$ cat src/rtl/di_bus_arbiter.sv
// di_bus_arbiter: two-master round-robin arbiter for the di_* register bus; define DI_ARB_TIMEOUT_EN to add the ownership watchdog
module di_bus_arbiter #(
    parameter int          TIMEOUT_CYCLES = 1024,
    parameter logic [15:0] TIMEOUT_STATUS = 16'hFFFF
) (
    input  logic        ifclk,
    input  logic        reset,
    input  logic [15:0] m0_term_addr,
    input  logic [31:0] m0_reg_addr,
    input  logic [31:0] m0_len,
    input  logic        m0_read_mode,
    input  logic        m0_read_req,
    input  logic        m0_read,
    input  logic        m0_write_mode,
    input  logic        m0_write,
    input  logic [31:0] m0_reg_datai,
    output logic        m0_read_rdy,
    output logic        m0_write_rdy,
    output logic [31:0] m0_reg_datao,
    output logic [15:0] m0_transfer_status,
    input  logic [15:0] m1_term_addr,
    input  logic [31:0] m1_reg_addr,
    input  logic [31:0] m1_len,
    input  logic        m1_read_mode,
    input  logic        m1_read_req,
    input  logic        m1_read,
    input  logic        m1_write_mode,
    input  logic        m1_write,
    input  logic [31:0] m1_reg_datai,
    output logic        m1_read_rdy,
    output logic        m1_write_rdy,
    output logic [31:0] m1_reg_datao,
    output logic [15:0] m1_transfer_status,
    output logic [15:0] di_term_addr,
    output logic [31:0] di_reg_addr,
    output logic [31:0] di_len,
    output logic [31:0] di_reg_datai,
    output logic        di_read_mode,
    output logic        di_read_req,
    output logic        di_read,
    output logic        di_write_mode,
    output logic        di_write,
    input  logic        di_read_rdy,
    input  logic        di_write_rdy,
    input  logic [31:0] di_reg_datao,
    input  logic [15:0] di_transfer_status,
    output logic [1:0]  grant,
    output logic        timeout
);
    typedef enum logic [1:0] {IDLE, OWN0, OWN1, GAP} state_t;
    state_t state, state_nxt;
    logic last, pend0, pend1, own0, own1, abort, act, req0, req1, arb0, arb1;
    assign req0 = m0_read_mode | m0_write_mode | m0_read_req;
    assign req1 = m1_read_mode | m1_write_mode | m1_read_req;
    // a captured read_req pulse keeps asking for the bus after the strobe itself has gone
    assign arb0 = req0 | pend0;
    assign arb1 = req1 | pend1;
    assign own0 = state == OWN0;
    assign own1 = state == OWN1;
    assign act  = (own0 | own1) & ~abort;
`ifdef DI_ARB_TIMEOUT_EN
    logic [15:0] cnt;
    logic        timeout_q;
    assign abort   = (own0 | own1) && cnt == 16'(TIMEOUT_CYCLES - 1);
    assign timeout = timeout_q;
    // watchdog: count cycles of the current grant, latch a sticky flag when it fires
    always_ff @(posedge ifclk or posedge reset)
        if (reset) begin
            cnt       <= '0;
            timeout_q <= 1'b0;
        end else begin
            cnt       <= (own0 | own1) ? cnt + 16'd1 : '0;
            timeout_q <= timeout_q | abort;
        end
`else
    logic unused_cfg;
    assign unused_cfg = ^TIMEOUT_CYCLES;
    assign abort      = 1'b0;
    assign timeout    = 1'b0;
`endif
    // state, round-robin pointer and read_req pulses seen while not owning the bus
    always_ff @(posedge ifclk or posedge reset)
        if (reset) begin
            state <= IDLE;
            last  <= 1'b1;
            pend0 <= 1'b0;
            pend1 <= 1'b0;
        end else begin
            state <= state_nxt;
            last  <= own0 ? 1'b0 : own1 ? 1'b1 : last;
            pend0 <= ~own0 & (pend0 | m0_read_req);
            pend1 <= ~own1 & (pend1 | m1_read_req);
        end
    // next state: grant one cycle after the request, alternate on contention, one GAP cycle after each release
    always_comb begin
        state_nxt = state;
        case (state)
            IDLE:    state_nxt = (arb0 & arb1) ? (last ? OWN0 : OWN1) : arb0 ? OWN0 : arb1 ? OWN1 : IDLE;
            OWN0:    state_nxt = (~req0 | abort) ? GAP : OWN0;
            OWN1:    state_nxt = (~req1 | abort) ? GAP : OWN1;
            default: state_nxt = IDLE;
        endcase
    end
    assign grant         = {own1, own0};
    assign di_term_addr  = own0 ? m0_term_addr : own1 ? m1_term_addr : '0;
    assign di_reg_addr   = own0 ? m0_reg_addr  : own1 ? m1_reg_addr  : '0;
    assign di_len        = own0 ? m0_len       : own1 ? m1_len       : '0;
    assign di_reg_datai  = own0 ? m0_reg_datai : own1 ? m1_reg_datai : '0;
    assign di_read_mode  = act & (own0 ? m0_read_mode  : m1_read_mode);
    assign di_read_req   = act & (own0 ? (m0_read_req | pend0) : (m1_read_req | pend1));
    assign di_read       = act & (own0 ? m0_read       : m1_read);
    assign di_write_mode = act & (own0 ? m0_write_mode : m1_write_mode);
    assign di_write      = act & (own0 ? m0_write      : m1_write);
    assign m0_read_rdy   = own0 & (abort | di_read_rdy);
    assign m0_write_rdy  = own0 & (abort | di_write_rdy);
    assign m1_read_rdy   = own1 & (abort | di_read_rdy);
    assign m1_write_rdy  = own1 & (abort | di_write_rdy);
    assign m0_reg_datao       = (own0 & abort) ? '0 : di_reg_datao;
    assign m1_reg_datao       = (own1 & abort) ? '0 : di_reg_datao;
    assign m0_transfer_status = (own0 & abort) ? TIMEOUT_STATUS : di_transfer_status;
    assign m1_transfer_status = (own1 & abort) ? TIMEOUT_STATUS : di_transfer_status;
endmodule

$ cat config.mk
export PLATFORM = sky130hd
export DESIGN_NAME = di_bus_arbiter
export DESIGN_NICKNAME = d
export VERILOG_FILES = /design/src/rtl/di_bus_arbiter.sv
export SDC_FILE = /design/constraint.sdc
export NUM_CORES = 1
export LEC_CHECK = 0
export ABC_AREA = 1
export CAP_MARGIN = 10
export CORE_AREA = 3 3 195 197
export CTS_BUF_LIST = sky130_fd_sc_hd__clkbuf_4 sky130_fd_sc_hd__clkbuf_8
export CTS_CLUSTER_SIZE = 24
export DETAILED_ROUTE_END_ITERATION = 10
export DIE_AREA = 0 0 198 200
export GPL_ROUTABILITY_DRIVEN = 0
export PLACE_DENSITY = 0.39
export SLEW_MARGIN = 15
export SYNTH_ARGS = -nofsm -noshare
export SYNTH_HDL_FRONTEND = slang
export SYNTH_SLANG_ARGS = --single-unit
$ cat constraint.sdc
create_clock -name ifclk -period 1.6 [get_ports ifclk]
set_clock_uncertainty 0.05 [all_clocks]
set_input_delay 0.16 -clock ifclk [delete_from_list [all_inputs] [get_ports ifclk]]
set_output_delay 0.16 -clock ifclk [all_outputs]
set_load 0.01 [all_outputs]
==> results of run 1 <==
[repair_timing]
action | in CTS | in global routing
setup endpoints to repair | 123 | 125
gates resized for setup | 672 | 102
hold buffers | 0 | 0
pin swaps | 37 | 22
cloned | 25 | 4
buffers inserted | 42 | 22
[power groups by stage]
stage	Clock, mW	Combinational, mW	Sequential (mW)
2_1_floorplan	0	3.85	0.228
3_3_place_gp	0	8.41	0.241
3_5_place_dp	0	8.33	0.244
4_1_cts	0.262	12.7	0.245
5_1_grt	0.269	14.6	0.258
6_report	0.258	13.6	0.251
[stage by stage]
stage | setup WS (ps) | total power, mW | TNS, ps
floorplan | 152 | 4.08 | 0
global placement | -472 | 8.65 | -44350
detailed placement | -458 | 8.58 | -45660
CTS | -348 | 13.2 | -34060
global route | -399 | 15.1 | -39950
finish | -320 | 14.1 | -30730
[sequential cells by signal (all words and copies together), names as in the netlist]
name and count:
last 1, pend1 1, state 2, pend0 1
[layer usage]
layer	track usage, %	vias up
li1	-	2284
met2	19.7	346
met5	0	-
met1	13.9	2121
met3	4.01	22
met4	1.86	2
[area by class of cell]
class | count | share of cell area, %
repair inverters | 1 | 0.137
repair buffers | 470 | 61.3
clock buffers | 4 | 0.592
flip-flops and latches | 5 | 1.55
well taps | 468 | 7.11
multi-input cells | 381 | 28.6
inverters | 11 | 0.699
[final timing paths]
| check | start | end | cells past startpoint |
|---|---|---|---|
| hold / removal | reset | pend0$_DFF_PP0_ | 2 |
| hold reg to reg | last$_DFFE_PP1P_ | last$_DFFE_PP1P_ | 2 |
| max in group asynchronous | reset | last$_DFFE_PP1P_ | 2 |
| setup reg to reg | state[1]$_DFF_PP0_ | state[0]$_DFF_PP0_ | 10 |
| setup / recovery | state[1]$_DFF_PP0_ | di_reg_addr[9] | 10 |
| min in group ifclk | di_reg_datao[18] | m0_reg_datao[18] | 0 |
[synthesized netlist by cell type]
library cell,number
buf_2,27
dfrtp_1,4
nand3_1,118
o21ai_0,2
nor2_2,1
conb_1,1
buf_6,3
inv_1,10
o22ai_1,1
clkbuf_1,2
buf_4,107
ha_1,4
nand2_1,239
nor2_1,9
inv_4,1
a21oi_1,6
dfstp_2,1
[worst max-delay path: cells and delay by family, from the launching register on]
kind / cells / cell delay (ps)
flip-flops: 1 / 400
buffers and inverters: 7 / 810
AND/OR/NAND/NOR: 2 / 110
adder cells (fa/ha/maj): 1 / 150
[cells by family after synthesis]
group / Yosys count / synth area share [%]
other: 1 / 0.135
flip-flops: 5 / 4.55
AND/OR/NAND/NOR: 367 / 55.0
AO/OA/AOI/OAI: 9 / 1.67
adder cells (fa/ha/maj): 4 / 1.80
buffers and inverters: 150 / 36.8
==> results by group, run 1 <==
Power
  – Clock share of power: under 10%
  – Sw Share: 46.4%
  – Leak: ~3.8 nW
  – Worst VDD drop: approximately 0.64 mV
  – Comb pwr share: ~96%
  – Net Sw Power: approximately 6.6 mW
  – Share of power burned in registers: under 10%
  – Pwr Density: between 1500 and 2000 nW/um^2
  – Int Pwr: between 7 and 8 mW

Setup path
  – Reg2reg setup slack: -160 ps
  – Worst path cell trace: inv_2 > ha_4 > buf_12 > inv_16 > buf_12 > buf_12 > buf_16 > nand3_2 > nand2_1 > buf_2
  – Crit path kind: reg2out
  – Worst Path Arrival: 1710 ps
  – Max stage delay on crit path: around 400 ps
  – Crit path launch type: register
  – Slowest stage cell on the critical path: dfrtp_1
  – CP required: between 1000 and 1500 ps
  – Crit end category: primary output
  – Most used cell, CP: buf_12
  – Critical path peak fanout: 5

Cells and area
  – Commonest non-fill, non-tap cell in the layout: clkdlybuf4s50_1
  – Ant diodes: 0
  – Ratio of cells with drive above 1 in the final layout: 45.9%
  – Area Growth Syn to Fin: 197%
  – Net count reported at finish: approximately 1,200
  – Non-Filler Instances: 1,340
  – FF/Latch Area: 128 sq um
  – Multi-input logic area: 2360 sq um
  – Commonest cells after routing, fill and taps aside: 237 x clkdlybuf4s50_1, 165 x nand2_1, 90 x buf_2, 67 x nand3_2, 64 x nand2_2
  – Layout Utilization: ~23%
  – Design Area, Final: approximately 8200 sq um
  – # fillers: 4,085

Placement
  – Placed insts: about 1,300
  – DP Wirelength: roughly 15,000 microns
  – Port Buf Inserts: 360
  – Placed instance area: about 6300 sq um

Timing
  – RSZ-0062 raised after global routing: true
  – Fin crit share: 120%
  – Max Fclk: 0.521 GHz
  – Max Slew Vio Count: 0
  – Min Clock Period, post-route: around 1900 ps
  – Final Setup Violations: between 100 and 150
  – Final hold violation count: 0
  – Final WS setup: -320 ps
  – Hold slack: approximately 100 ps

Detailed routing
  – Final wirelength: between 20,000 and 30,000 microns
  – Drt first pass iters: 4
  – Top routing layer used: met5
  – Routed vias/inst: 3.56
  – DRT met1 WL: 10,900 microns
  – Post-route ant nets: 0
  – Vias post-DR: 4,775
  – Metal3 WL: 2750 microns
  – DR iter-0 viols: roughly 120
  – Routed WL per cell: 19.3 microns
  – Met2 wire len: around 12,000 microns
  – DRC: 0

Synth
  – Synth area leaders: nand2_1 32%, buf_4 29%, nand3_1 21%, buf_2 4.9%, dfrtp_1 3.6%
  – Net Count, Synth: 826
  – Register area share after synthesis: roughly 4.5%
  – Distinct cells, synth: 17
  – Synth Register Bits: 5
  – Yosys warnings: 0
  – Leading area contributor after synthesis: nand2_1
  – Synth top area share: between 30% and 40%
  – Post-Synthesis Cells: between 500 and 600
  – Netlist Area Pre-Place: 2780 sq um
  – Mean area per synthesized cell: ~5.2 sq um

Floorplanning
  – Std cell rows: 70
  – Core area: between 30,000 and 40,000 sq um
  – # IOs: roughly 500
  – Die W: 198 microns
  – Starting Density: around 7.6%
  – Die area: ~40,000 sq um
  – Die height: 200 microns

CTS
  – H-tree depth: 1
  – Worst-case clock buffer depth: 2
  – Clock buffer count from CTS: 3
  – Clock transition at path regs: 40 ps
  – CTS tree: yes
  – Clock Latency Late Sink: ~220 ps
  – Root buf cell: clkbuf_8
  – Number of clock sinks: 5

Min path
  – Min-delay worst type: in2async

Outcome
  – Violated checks: setup timing
  – Status: finished, violations left

Global route
  – Total track usage: 11.4%
  – Antenna violations before repair: 1
  – Vias in the first global route: ~4,800
  – Pin count of the biggest net entering global routing: 23
  – First-pass GRT wire length: between 30,000 and 40,000 microns
  – GRT Residual Overflow: 0

Run
  – Max Cap Violations: 0
Power figures use the tool's default switching activity.
==> inputs of run 2 (changes only) <==
==> constraint.sdc (replaced) <==
create_clock -name ifclk -period 1.6 [get_ports ifclk]
set_clock_uncertainty 0.05 [all_clocks]
set_input_delay 0.32 -clock ifclk [delete_from_list [all_inputs] [get_ports ifclk]]
set_output_delay 0.32 -clock ifclk [all_outputs]
set_load 0.01 [all_outputs]
==> run 2 against run 1 <==
Effect of this change: the run still ends with setup timing left; die area is the same; routed wire length is 9.9% lower; sequential cell count unchanged; critical path type unchanged; critical endpoint is now di_reg_addr[20]; largest power group unchanged.
==> results by group, run 2 (synthesis gave the netlist of run 1 again) <==
Placement
  – Port Buf Inserts: 360
  – Placed insts: 1,273
  – DP Wirelength: approximately 16,000 microns

Outcome
  – Violated checks: setup timing
  – Status: finished, violations left

Detailed routing
  – DR iter-0 viols: between 100 and 150
  – Routed WL per cell: between 15 and 20 microns
  – Post-route ant nets: 0
  – Final wirelength: 23,300 microns
  – Routed vias/inst: roughly 3.5
  – DRC: 0
  – Vias post-DR: about 4,700
  – Drt first pass iters: 4

Global route
  – Pin count of the biggest net entering global routing: 29
  – First-pass GRT wire length: about 30,000 microns
  – GRT Residual Overflow: 0
  – Total track usage: approximately 10%
  – Vias in the first global route: around 5,000
  – Antenna violations before repair: 3

Timing
  – Final hold violation count: 0
  – Min Clock Period, post-route: 2070 ps
  – Final Setup Violations: 124
  – Final WS setup: -465 ps
  – Max Fclk: slightly below 0.5 GHz
  – Hold slack: 266 ps
  – RSZ-0062 raised after global routing: true
  – Max Slew Vio Count: 0
  – Fin crit share: 129%

Setup path
  – FF-to-FF Start: state[1]$_DFF_PP0_
  – Crit end category: primary output
  – R2r endpoint: state[1]$_DFF_PP0_
  – Reg2reg setup slack: -80 ps
  – Crit path launch type: register
  – Reg2Reg Depth: 10
  – Crit path kind: reg2out
  – Worst path cell trace: ha_4 > inv_8 > buf_16 > nand3_1 > nand2_1 > dlygate4sd2_1
  – Critical path peak fanout: 21
  – Max stage delay on crit path: ~420 ps
  – Worst Path Arrival: about 1700 ps
  – Crit path max-delay family: buffers and inverters
  – Buf+Inv Stages, Crit Path: 3
  – Slowest stage cell on the critical path: dfrtp_1
  – CP required: 1230 ps

Power
  – Power consumption: approximately 13 mW
  – Worst VDD drop: around 0.62 mV
  – Pwr Density: 1620 nW/um^2
  – Leak: 3.70 nW

CTS
  – CTS tree: yes
  – Clock Latency Late Sink: around 220 ps
  – Clock buffer count from CTS: 3
  – Number of clock sinks: 5
  – Worst-case clock buffer depth: 2
  – H-tree depth: 1
  – Clock transition at path regs: ~40 ps
  – Root buf cell: clkbuf_8
  – Cts hold-fix bufs: 0

Cells and area
  – Max reg flops: 2
  – Largest Register: state
  – Commonest cells after routing, fill and taps aside: 237 x clkdlybuf4s50_1, 187 x nand2_1, 80 x buf_2, 71 x buf_6, 61 x nand3_2
  – Area Growth Syn to Fin: 183%
  – Commonest non-fill, non-tap cell in the layout: clkdlybuf4s50_1
  – # fillers: between 4,000 and 5,000
  – Ant diodes: 0
  – Non-Filler Instances: 1,339
  – Ratio of cells with drive above 1 in the final layout: 41.8%
  – Net count reported at finish: 1,162

Floorplanning
  – Die W: roughly 200 microns
  – Die height: roughly 200 microns
  – # IOs: approximately 510
  – Std cell rows: 70
  – Starting Density: 7.62%
  – Die area: about 40,000 sq um
  – Core area: between 30,000 and 40,000 sq um

Min path
  – Min-delay worst type: in2async

Run
  – Max Cap Violations: 0
## run 2: changes by cell type in the layout (fill, tap and decap cells not counted), sizes merged
| cell | previous run | this run |
|---|---|---|
| buf | 226 | 222 |
| clkbuf | 10 | 11 |
| dlygate4sd2 | 0 | 2 |
| clkdlybuf4s15 | 0 | 1 |
| inv | 12 | 11 |
## run 2: worst max path at each step
stage	from	to	cells past startpoint
floorplan	state[0]$_DFF_PP0_	di_len[22]	7
global placement	state[1]$_DFF_PP0_	di_len[12]	7
detailed placement	state[0]$_DFF_PP0_	di_len[26]	7
CTS	state[0]$_DFF_PP0_	di_reg_addr[20]	6
global route	state[0]$_DFF_PP0_	di_reg_addr[20]	6
finish	state[0]$_DFF_PP0_	di_reg_addr[20]	6
## run 2: final cells by class
| type | instances | area (sq um) | share of cell area (%) |
|---|---|---|---|
| clock buffer | 4 | 48.8 | 0.621 |
| inverter | 11 | 48.8 | 0.621 |
| multi-input combinational | 381 | 2210 | 28.2 |
| sequential | 5 | 126 | 1.61 |
| tap | 468 | 586 | 7.45 |
| timing repair buffer | 470 | 4840 | 61.5 |
## run 2: per-layer routing
layer  vias to the layer above  global-route usage (%)  routed length, microns  part of all wire, %
li1                       2269                       -                       -                    -
met1                      2091                    10.8                    8470                   36
met2                       330                    18.9                   11600                   50
met3                        41                    3.54                    2430                   10
met4                         2                    3.77                     872                  3.7
met5                         -                       0                       7                0.030
## run 2: per-stage QoR
step,cell area [sq um],TNS (ps),setup slack (ps),utilization [%]
after detailed placement,6560,-63520,-596,18.0
after global placement,6560,-63500,-600,18.0
final,7860,-42780,-465,21.6
after floorplan,2780,0,12.4,-
after CTS,7630,-46930,-500,21.0
after global routing,7860,-52570,-542,21.6
## run 2: worst register-to-register path: stages (launching register included)
cell,delay (ps)
dfrtp_1,380
inv_2,80
ha_4,220
inv_8,80
buf_12,140
buf_12,120
buf_16,130
buf_4,140
nor2_2,70
a21oi_1,60
a21oi_1,140
## run 2: what timing repair did
item,CTS,global route
pin swaps,51,14
endpoints found under the setup margin,124,125
setup buffers,41,11
gates resized for setup,652,86
cloned,14,3
## run 2: where the power goes
group / total, mW / internal, mW / switching [mW]
Clock: 0.247 / 0.188 / 0.0597
Combinational: 12.2 / 6.49 / 5.75
Sequential: 0.240 / 0.202 / 0.0380
Total: 12.7 / 6.88 / 5.85
